**src/rtl/stepper_pkg.sv**
```systemverilog
// Shared definitions for the stepper drive slice.
// Contents:
//   step_state_e    - pulse generator state encoding
//   *_DEF           - default work width and driver timing constants (in ticks)
//   max_u           - unsigned maximum, used to clamp the step period
package stepper_pkg;

  typedef enum logic [1:0] {
    ST_IDLE       = 2'd0,
    ST_DIR_SETUP  = 2'd1,
    ST_PULSE_HIGH = 2'd2,
    ST_PULSE_LOW  = 2'd3
  } step_state_e;

  localparam int WIDTH_WORK_DEF = 16;
  localparam int PULSE_W_DEF    = 5;
  localparam int DIR_SETUP_DEF  = 5;
  localparam int MIN_PERIOD_DEF = 20;

  function automatic int unsigned max_u(input int unsigned a, input int unsigned b);
    if (a > b) begin
      return a;
    end else begin
      return b;
    end
  endfunction

endpackage

```
**src/rtl/step_tick_prescaler.sv**
```systemverilog
// Divides clk down to a one-clk tick every PRESCALE clks.
// Ports:
//   clk, rst - clock, asynchronous active-high reset
//   clr      - restarts the division so the next tick lands exactly PRESCALE clks later
//   tick     - registered one-clk pulse
module step_tick_prescaler
  import stepper_pkg::*;
#(
  parameter int PRESCALE = 50
) (
  input  logic clk,
  input  logic rst,
  input  logic clr,
  output logic tick
);

  localparam int CW = (PRESCALE > 1) ? $clog2(PRESCALE) : 1;
  localparam logic [CW-1:0] LAST = CW'(PRESCALE - 1);

  logic [CW-1:0] pre_cnt_q, pre_cnt_d;
  logic          tick_q, tick_d;

  // Next prescale count; tick is precomputed so it is high while the count sits at LAST.
  always_comb begin
    pre_cnt_d = pre_cnt_q;
    if (clr) begin
      pre_cnt_d = {CW{1'b0}};
    end else if (pre_cnt_q == LAST) begin
      pre_cnt_d = {CW{1'b0}};
    end else begin
      pre_cnt_d = pre_cnt_q + CW'(1);
    end
    tick_d = (pre_cnt_d == LAST);
  end

  // Prescaler registers.
  always_ff @(posedge clk or posedge rst) begin
    if (rst) begin
      pre_cnt_q <= {CW{1'b0}};
      tick_q    <= 1'b0;
    end else begin
      pre_cnt_q <= pre_cnt_d;
      tick_q    <= tick_d;
    end
  end

  assign tick = tick_q;

endmodule

```
**src/rtl/step_pulse_gen.sv**
```systemverilog
// STEP/DIR generator for the stepper driver. Turns the tracking controller's
// period/direction/enable into driver pulses while enforcing pulse width,
// DIR setup before each rising edge and a minimum step period.
// Ports:
//   clk, rst   - clock, asynchronous active-high reset
//   period_in  - step period in ticks, 0 = stop
//   dir_in     - requested direction (1 = forward)
//   drv_en     - drive enable
//   step_out   - STEP to driver
//   dir_out    - DIR to driver
//   busy       - state is not IDLE
//   step_done  - one-clk pulse at the end of each full step period
//   position   - signed running step count (wraps)
module step_pulse_gen
  import stepper_pkg::*;
#(
  parameter int WIDTH_WORK = WIDTH_WORK_DEF,
  parameter int PRESCALE   = 50,
  parameter int PULSE_W    = PULSE_W_DEF,
  parameter int DIR_SETUP  = DIR_SETUP_DEF,
  parameter int MIN_PERIOD = MIN_PERIOD_DEF,
  parameter int POS_W      = 32
) (
  input  logic                    clk,
  input  logic                    rst,
  input  logic [WIDTH_WORK-1:0]   period_in,
  input  logic                    dir_in,
  input  logic                    drv_en,
  output logic                    step_out,
  output logic                    dir_out,
  output logic                    busy,
  output logic                    step_done,
  output logic signed [POS_W-1:0] position
);

  localparam int TW = WIDTH_WORK + 1;
  localparam logic [TW-1:0] PULSE_T = TW'(PULSE_W);
  localparam logic [TW-1:0] SETUP_T = TW'(DIR_SETUP);

  step_state_e           state_q, state_d;
  logic                  step_q, step_d;
  logic                  dir_q, dir_d;
  logic                  busy_q, busy_d;
  logic                  done_q, done_d;
  logic [POS_W-1:0]      pos_q, pos_d;
  logic [WIDTH_WORK-1:0] period_lat_q, period_lat_d;
  logic [WIDTH_WORK-1:0] tick_cnt_q, tick_cnt_d;

  logic                  tick_s;
  logic                  clr_s;
  logic                  run_req_s;
  logic [TW-1:0]         ticks_done_s;
  logic [TW-1:0]         low_target_s;
  logic [WIDTH_WORK-1:0] period_clamp_s;

  step_tick_prescaler #(
    .PRESCALE (PRESCALE)
  ) u_prescaler (
    .clk  (clk),
    .rst  (rst),
    .clr  (clr_s),
    .tick (tick_s)
  );

  assign run_req_s      = drv_en && (period_in != {WIDTH_WORK{1'b0}});
  // Ticks elapsed in the current state, counting a tick that lands this clk.
  assign ticks_done_s   = {1'b0, tick_cnt_q} + {{WIDTH_WORK{1'b0}}, tick_s};
  // Low phase length makes the rising-edge spacing exactly period_lat ticks.
  assign low_target_s   = {1'b0, period_lat_q} - PULSE_T;
  assign period_clamp_s = WIDTH_WORK'(max_u(32'(period_in), 32'(MIN_PERIOD)));

  // Next-state, entry actions and next output values.
  always_comb begin
    state_d      = state_q;
    dir_d        = dir_q;
    done_d       = 1'b0;
    pos_d        = pos_q;
    period_lat_d = period_lat_q;

    case (state_q)
      ST_IDLE: begin
        if (run_req_s) begin
          // A pending direction change always goes through DIR_SETUP first.
          if (dir_in != dir_q) begin
            dir_d   = dir_in;
            state_d = ST_DIR_SETUP;
          end else begin
            state_d = ST_PULSE_HIGH;
          end
        end else begin
          state_d = ST_IDLE;
        end
      end
      ST_DIR_SETUP: begin
        if (!run_req_s) begin
          state_d = ST_IDLE;
        end else if (tick_s && (ticks_done_s == SETUP_T)) begin
          state_d = ST_PULSE_HIGH;
        end else begin
          state_d = ST_DIR_SETUP;
        end
      end
      ST_PULSE_HIGH: begin
        // The high pulse always runs its full width, regardless of enable.
        if (tick_s && (ticks_done_s == PULSE_T)) begin
          state_d = ST_PULSE_LOW;
        end else begin
          state_d = ST_PULSE_HIGH;
        end
      end
      ST_PULSE_LOW: begin
        if (tick_s && (ticks_done_s == low_target_s)) begin
          done_d = 1'b1;
          if (!run_req_s) begin
            state_d = ST_IDLE;
          end else if (dir_in != dir_q) begin
            dir_d   = dir_in;
            state_d = ST_DIR_SETUP;
          end else begin
            state_d = ST_PULSE_HIGH;
          end
        end else if (!run_req_s && (ticks_done_s >= PULSE_T)) begin
          // Stopping early still honours a minimum low time of PULSE_W ticks.
          state_d = ST_IDLE;
        end else begin
          state_d = ST_PULSE_LOW;
        end
      end
      default: begin
        state_d = ST_IDLE;
      end
    endcase

    if ((state_d == ST_PULSE_HIGH) && (state_q != ST_PULSE_HIGH)) begin
      period_lat_d = period_clamp_s;
      if (dir_q) begin
        pos_d = pos_q + POS_W'(1);
      end else begin
        pos_d = pos_q - POS_W'(1);
      end
    end else begin
      period_lat_d = period_lat_q;
      pos_d        = pos_q;
    end

    step_d = (state_d == ST_PULSE_HIGH);
    busy_d = (state_d != ST_IDLE);

    // Interval timing restarts on every state entry and is held cleared in IDLE.
    clr_s = (state_d != state_q) || (state_q == ST_IDLE);
    if (clr_s) begin
      tick_cnt_d = {WIDTH_WORK{1'b0}};
    end else if (tick_s) begin
      tick_cnt_d = ticks_done_s[WIDTH_WORK-1:0];
    end else begin
      tick_cnt_d = tick_cnt_q;
    end
  end

  // State, counters and registered outputs.
  always_ff @(posedge clk or posedge rst) begin
    if (rst) begin
      state_q      <= ST_IDLE;
      step_q       <= 1'b0;
      dir_q        <= 1'b0;
      busy_q       <= 1'b0;
      done_q       <= 1'b0;
      pos_q        <= {POS_W{1'b0}};
      period_lat_q <= {WIDTH_WORK{1'b0}};
      tick_cnt_q   <= {WIDTH_WORK{1'b0}};
    end else begin
      state_q      <= state_d;
      step_q       <= step_d;
      dir_q        <= dir_d;
      busy_q       <= busy_d;
      done_q       <= done_d;
      pos_q        <= pos_d;
      period_lat_q <= period_lat_d;
      tick_cnt_q   <= tick_cnt_d;
    end
  end

  assign step_out  = step_q;
  assign dir_out   = dir_q;
  assign busy      = busy_q;
  assign step_done = done_q;
  assign position  = $signed(pos_q);

endmodule
```
**config.mk**
```make
export PLATFORM = sky130hd
export DESIGN_NAME = step_pulse_gen
export DESIGN_NICKNAME = d
export VERILOG_FILES = /design/src/rtl/stepper_pkg.sv /design/src/rtl/step_tick_prescaler.sv /design/src/rtl/step_pulse_gen.sv
export SDC_FILE = /design/constraint.sdc
export NUM_CORES = 1
export LEC_CHECK = 0
export BUFFER_PORTS_ARGS = -buffer_cell sky130_fd_sc_hd__buf_2
export CORE_ASPECT_RATIO = 1.1
export CORE_MARGIN = 2
export CORE_UTILIZATION = 55
export DETAILED_ROUTE_END_ITERATION = 10
export PLACE_DENSITY = 0.8
export SLEW_MARGIN = 20
export SYNTH_ARGS = -nofsm -noshare
export SYNTH_HDL_FRONTEND = slang
export SYNTH_SLANG_ARGS = --single-unit
```
**constraint.sdc**
```tcl
create_clock -name clk -period 3.3 [get_ports clk]
set_input_delay 0.165 -clock clk [delete_from_list [all_inputs] [get_ports clk]]
set_output_delay 0.165 -clock clk [all_outputs]
set_load 0.05 [all_outputs]
```
# ---- Yosys cells after proc, flatten, opt, wreduce, memory -nomap -nowiden
# Index checks and enable logic that the tools add are counted.
dict set report word_totals {
  inputBits 20
  ff_bits 77
  wordCells 62
  out_inout_bits 36
}
dict set report classes {
  muxes 20
  n_reduce_logical 13
  n_eq_ne 12
  n_lt_le_gt_ge 2
  add_sub_neg 5
}
# operator count
set op_table {}
lappend op_table {{two-way mux 16 bit} 3}
lappend op_table {{adder 32 x 1 -> 32 bit (second input constant)} 1}
lappend op_table {{two-way mux 32 bit} 1}
lappend op_table {{subtractor 32 x 1 -> 32 bit (second input constant)} 1}
lappend op_table {{adder 16 x 1 -> 17 bit} 1}
lappend op_table {{== test 17 bit} 1}
lappend op_table {{== test 17 x 3 -> 1 bit (second input constant)} 1}
lappend op_table {{greater-or-equal comparator 17 x 3 -> 1 bit (second input constant)} 1}
lappend op_table {{subtractor 16 x 3 -> 17 bit (second input constant)} 1}
lappend op_table {{greater-than comparator 16 x 5 -> 1 bit (second input constant)} 1}
lappend op_table {{nonzero test 16 bit} 1}
lappend op_table {{== test 6 bit (second input constant)} 2}
lappend op_table {{two-way mux 2 bit} 6}
lappend op_table {{two-way mux 6 bit} 2}
lappend op_table {{case mux 2 bit (4 select lines)} 1}
lappend op_table {{adder 6 x 1 -> 6 bit (second input constant)} 1}
lappend op_table {{== test 2 bit (second input constant)} 3}
lappend op_table {{two-way mux 1 bit} 6}
lappend op_table {{nonzero test 2 bit} 3}
lappend op_table {{logical AND 1 bit} 5}
lappend op_table {{inequality test 2 bit (second input constant)} 2}
lappend op_table {{== test 2 x 1 -> 1 bit (second input constant)} 1}
lappend op_table {{zero test 2 bit} 1}
lappend op_table {{inequality test 2 bit} 1}
lappend op_table {{5 further kinds} 5}

# ---- Longest topological paths before layout
dict set report logic_depth {
  depth_word 11
  ltp_mapped 16
  mapped_depth_nobuf 12
}

# ---- Cells and area by module
# A second synthesis with hierarchy kept.
dict set report unflattened {
  cells_unflattened 604
  hier_area_um2 5741.8
}
# module area_per_inst_um2 instances cells_per_inst
set by_module_without_submodules {}
lappend by_module_without_submodules {step_pulse_gen 5420.2 1 574}
lappend by_module_without_submodules {step_tick_prescaler 321.6 1 30}

# ---- Worst setup path after synthesis
# No wires, ideal clock.
dict set report synth_timing {
  kind {register to register}
  from {register dir_q, in the netlist dir_out}
  to {register pos_q[31], in the netlist position[31]}
  setup_slack_ns -0.654
  synth_period_minus_slack_ns 3.954
  required_time_ns 3.157
  t_arrival_ns 3.811
  n_path_buf 0
  setup_time_ns 0.143
  path_stages_with_launch 13
  path_cell_list {dfrtp_1 > inv_1 > ha_1 > a21oi_1 > o22ai_1 > o41a_1 > a211o_1 > o31ai_1 > o21ai_0 > a311oi_1 > o21ai_0 > nor3b_2 > xor2_1}
}
dict set report synth_via {
  elab_chain_len 7
}
# element line_no
set synth_rtl {}
lappend synth_rtl {{from (decl)} step_pulse_gen.sv:42} ;# logic dir_q, dir_d;
lappend synth_rtl {{from (signal assigned)} step_pulse_gen.sv:174} ;# dir_q <= dir_d;
lappend synth_rtl {{inequality test 1 bit} {step_pulse_gen.sv:84, step_pulse_gen.sv:116}}
lappend synth_rtl {{two-way mux 2 bit} {step_pulse_gen.sv:84, step_pulse_gen.sv:116}}
lappend synth_rtl {{two-way mux 2 bit} step_pulse_gen.sv:114} ;# if (!run_req_s) begin
lappend synth_rtl {{two-way mux 2 bit} step_pulse_gen.sv:112} ;# if (tick_s && (ticks_done_s == low_target_s)) begin
lappend synth_rtl {{case mux 2 bit (4 select lines)} step_pulse_gen.sv:80} ;# case (state_q)
lappend synth_rtl {{== test 2 bit} step_pulse_gen.sv:134} ;# if ((state_d == ST_PULSE_HIGH) && (state_q != ST_PULSE_HIGH)) begin
lappend synth_rtl {{logical AND 1 bit} step_pulse_gen.sv:134}
lappend synth_rtl {{to (signal assigned)} step_pulse_gen.sv:168} ;# pos_q <= {POS_W{1'b0}};
lappend synth_rtl {{to (signal assigned)} step_pulse_gen.sv:177} ;# pos_q <= pos_d;
lappend synth_rtl {{to (decl)} step_pulse_gen.sv:45} ;# logic [POS_W-1:0] pos_q, pos_d;
# Several ways; a longest one is shown, not always the timed one.
# A chain may end at the register's enable or synchronous reset.

# ---- Worst setup path in the final report
dict set report layout_timing {
  from {register period_lat_q[0]}
  to {register period_lat_q[9]}
}
dict set report layout_via {
  elab_chain_len 7
}
# element line_no
set layout_rtl {}
lappend layout_rtl {{from (decl)} step_pulse_gen.sv:46} ;# logic [WIDTH_WORK-1:0] period_lat_q, period_lat_d;
lappend layout_rtl {{from (signal assigned)} step_pulse_gen.sv:169} ;# period_lat_q <= {WIDTH_WORK{1'b0}};
lappend layout_rtl {{from (signal assigned)} step_pulse_gen.sv:178} ;# period_lat_q <= period_lat_d;
lappend layout_rtl {{subtractor 16 x 3 -> 17 bit} step_pulse_gen.sv:69} ;# assign low_target_s = {1'b0, period_lat_q} - PULSE_T;
lappend layout_rtl {{== test 17 bit} step_pulse_gen.sv:112}
lappend layout_rtl {{logical AND 1 bit} step_pulse_gen.sv:112}
lappend layout_rtl {{two-way mux 2 bit} step_pulse_gen.sv:112}
lappend layout_rtl {{case mux 2 bit (4 select lines)} step_pulse_gen.sv:80}
lappend layout_rtl {{== test 2 bit} step_pulse_gen.sv:134}
lappend layout_rtl {{logical AND 1 bit} step_pulse_gen.sv:134}
# No other way between the ends.

==> qor.yml <==
critical_path:
  cp_max_fo: 24
  reg2reg_to: "period_lat_q[9]"
  r2r_cells: 13
  cp-startpoint: "period_lat_q[0]"
  critPathLaunchType: "register"
  r2r_slack_ns: -0.08
  worstPathRequired_ns: 3.52
  timing.rr.start: "period_lat_q[0]"
  critPathKind: "reg -> reg"
  end_kind: "register"
  crit_end: "period_lat_q[9]"
  cp.arrival_ns: 3.60
placed_design:
  dp_hpwl_mm: 11.5
  io_buffers: 55
  dp_slack_ns: -0.224
  globalplace.congestion: 0.947
  numPlacedInstances: 920
sta:
  maxSlewHeadroom_pct: 41.3
  worst_pin_slew_ns: 0.880
  tns_ns: -1.34
  fin_ws_ns: -0.0808
  period_needed_ns: 3.38
  max_freq_mhz: 296
  hold_slack_ns: -0.0132
  rsz0062_at_grt: "true"
  setup_violations: 34
  slew_violations: 0
  period_share_pct: 102
  skew_ns: 0.00724
  finalHoldViolCount: 37
synth:
  ys_async_sr_fraction_pct: 100
  netlist_instances: 674
  synthesis.area_sq_mm: 0.00594
  synth_cell_types: 66
  seq_area_frac_synth_pct: 32.4
  syn_nets: 730
  synth-edff-count: 0
  avgSynthCellArea_sq_um: 8.81
  synth_flop_cell: "dfrtp_1"
  synth-seq-cells: 77
  yosys_warnings: 0
drt:
  vias_per_cell: 5.75
  dr.pass1.iters: 5
  wl_per_cell_microns: 16.1
  wl_mm: 15.2
  vias: 5428
  ant_nets: 0
  drt-initial-drc-count: 329
  route.detailed.drc: 0
layout:
  layout-drive-gt1-share_pct: 29.7
  n_antenna_cell: 0
  fin_cells: 944
  layout_commonest_cell: "dfrtp_1"
  final_cell_mix: "dfrtp_1 (75), buf_4 (73), nand2_1 (57), nor2_1 (56), buf_2 (55)"
  syn2layout_area_growth_pct: 27.1
  final_nets: 852
outcome:
  violations: "negative hold slack, negative setup slack"
  status: "finished with violations"
global_route:
  grt_pass1_wl_mm: 26.1
  antenna_found_initial: 1
  overflow: 0
  track_usage_pct: 28.0
  grt_max_degree: 52
  grt_pass1_vias: 5557
floorplan:
  dieHeight_microns: 113
  start_util_pct: 56.9
  num_rows: 39
  die_area_sq_mm: 0.0116
  die_width_microns: 103
  io_pins: 56
  core_sq_mm: 0.0104
cts:
  htree_levels: 3
  cts-hold-fix-buffers: 0
  cts_buffers: 9
  clkLatencyLatePin_ns: 0.34
  cts_tree: "built"
  clock_path_buffers: 2
  cts.sinks: 77
  clk_root_buffer_cell: "clkbuf_16"
  clk_pin_slew_ns: 0.06
pwr:
  ir_drop_v: 0.00101
  p_per_area_mw_per_mm2: 1130
  p_leak_nw: 3.54
  power.total_mw: 8.51
hold_path:
  hold_class: "in -> async"
run:
  cap_violations: 0
-- per-stage QoR --
step	hold WS (ns)	utilization, %	area, sq um
2_1_floorplan	0.313	-	6110
3_3_place_gp	0.413	67.5	7050
3_5_place_dp	0.420	67.5	7050
4_1_cts	0.0681	71.1	7420
5_1_grt	0.0711	72.3	7550
6_report	-0.0132	72.3	7550
-- flip-flops by register name, indices dropped and copies added, names as in the netlist --
register	flops
busy	1
position	32
u_prescaler.tick	1
step_done	1
dir_out	1
step_out	1
state_q	2
u_prescaler.pre_cnt_q	6
period_lat_q	16
tick_cnt_q	16
-- worst min-delay path by stage --
stage                              from          endpoint  cells after the start
after detailed placement  period_in[11]  period_lat_q[11]                      2
after global placement     period_in[6]   period_lat_q[6]                      2
final                               rst       position[2]                      2
after floorplan            period_in[0]   period_lat_q[0]                      2
after global routing                rst  period_lat_q[15]                      2
after CTS                 period_in[11]  period_lat_q[11]                      2
-- cell usage after synthesis (all sizes together), types with 4 or more instances --
library cell  number  share of area [%]
clkbuf            10               0.63
ha                35                7.4
a211oi             6               0.76
dfrtp             77                 32
a21oi             32                2.8
xor2              34                5.0
a31oi              4               0.42
mux2i              6                1.0
mux2              17                4.2
nor2b              7               0.74
nor2              58                3.7
a21o               8                1.0
nand2             67                4.2
o31ai              7               0.88
o21bai            10                1.3
inv               22                1.4
buf               18                2.0
nor3              20                1.7
and3              12                1.3
and2               8               0.84
o21ai             65                5.7
or2                5               0.53
nor4              10                1.3
nand3             19                1.6
nand2b             8               0.84
nand4             13                1.4
xnor2             48                7.1
nand4b             4               0.59
-- logic make-up (layout without fill, tap and decap cells) --
| group | count (synthesis) | after routing | share of synthesized area (%) |
|---|---|---|---|
| and+or+nand+nor | 243 | 243 | 20.6 |
| AOI/OAI and AO/OA | 162 | 162 | 17.5 |
| xor gates and xnor gates | 83 | 83 | 12.5 |
| DFF | 77 | 77 | 32.4 |
| buffers and inverters | 50 | 177 | 4.02 |
| adders and majority gates | 36 | 36 | 7.71 |
| muxes | 23 | 23 | 5.18 |
-- where the power goes --
group / total, mW / switching [mW] / leakage [nW] / internal [mW]
logic: 5.97 / 3.47 / 2.41 / 2.50
clock network: 0.920 / 0.395 / 0.135 / 0.525
registers: 1.62 / 0.357 / 0.993 / 1.26
total: 8.51 / 4.23 / 3.54 / 4.29
-- layout make-up --
cell class                      count  area (sq um)
Multi-Input combinational cell    547          4080
Clock buffer                       11           243
Sequential cell                    77          1930
Clock inverter                      5          27.5
Fill cell                         827          2890
Inverter                           22          87.6
Timing Repair Buffer              139          1010
Tap cell                          143           179
-- what timing repair did --
item	in CTS	in global routing
gates cloned	1	0
setup buffers	5	2
pin swaps	4	2
endpoints found under the setup margin	71	74
endpoints found under the hold margin	0	0
gates resized for setup	23	37
-- layer usage --
| metal | share of wire [%] | vias up | GRT usage (%) |
|---|---|---|---|
| met4 | 2.8 | 0 | 11.1 |
| li1 | - | 2657 | - |
| met5 | 0 | - | 0 |
| met1 | 42 | 2581 | 34.7 |
| met2 | 50 | 155 | 48.2 |
| met3 | 4.6 | 35 | 4.69 |
-- worst max-delay path: stages (launching register included) --
cell and delay [ns]:
dfrtp_1 0.37, inv_1 0.06, ha_2 0.19, buf_6 0.10
nor2b_4 0.03, o31a_1 0.25, or2_1 0.26, a221o_1 0.30
or4b_4 0.53, a2111oi_4 0.24, nor4b_4 0.30, o21ai_4 0.11
buf_12 0.18, mux2_4 0.31
(Power assumes the default switching activity.)
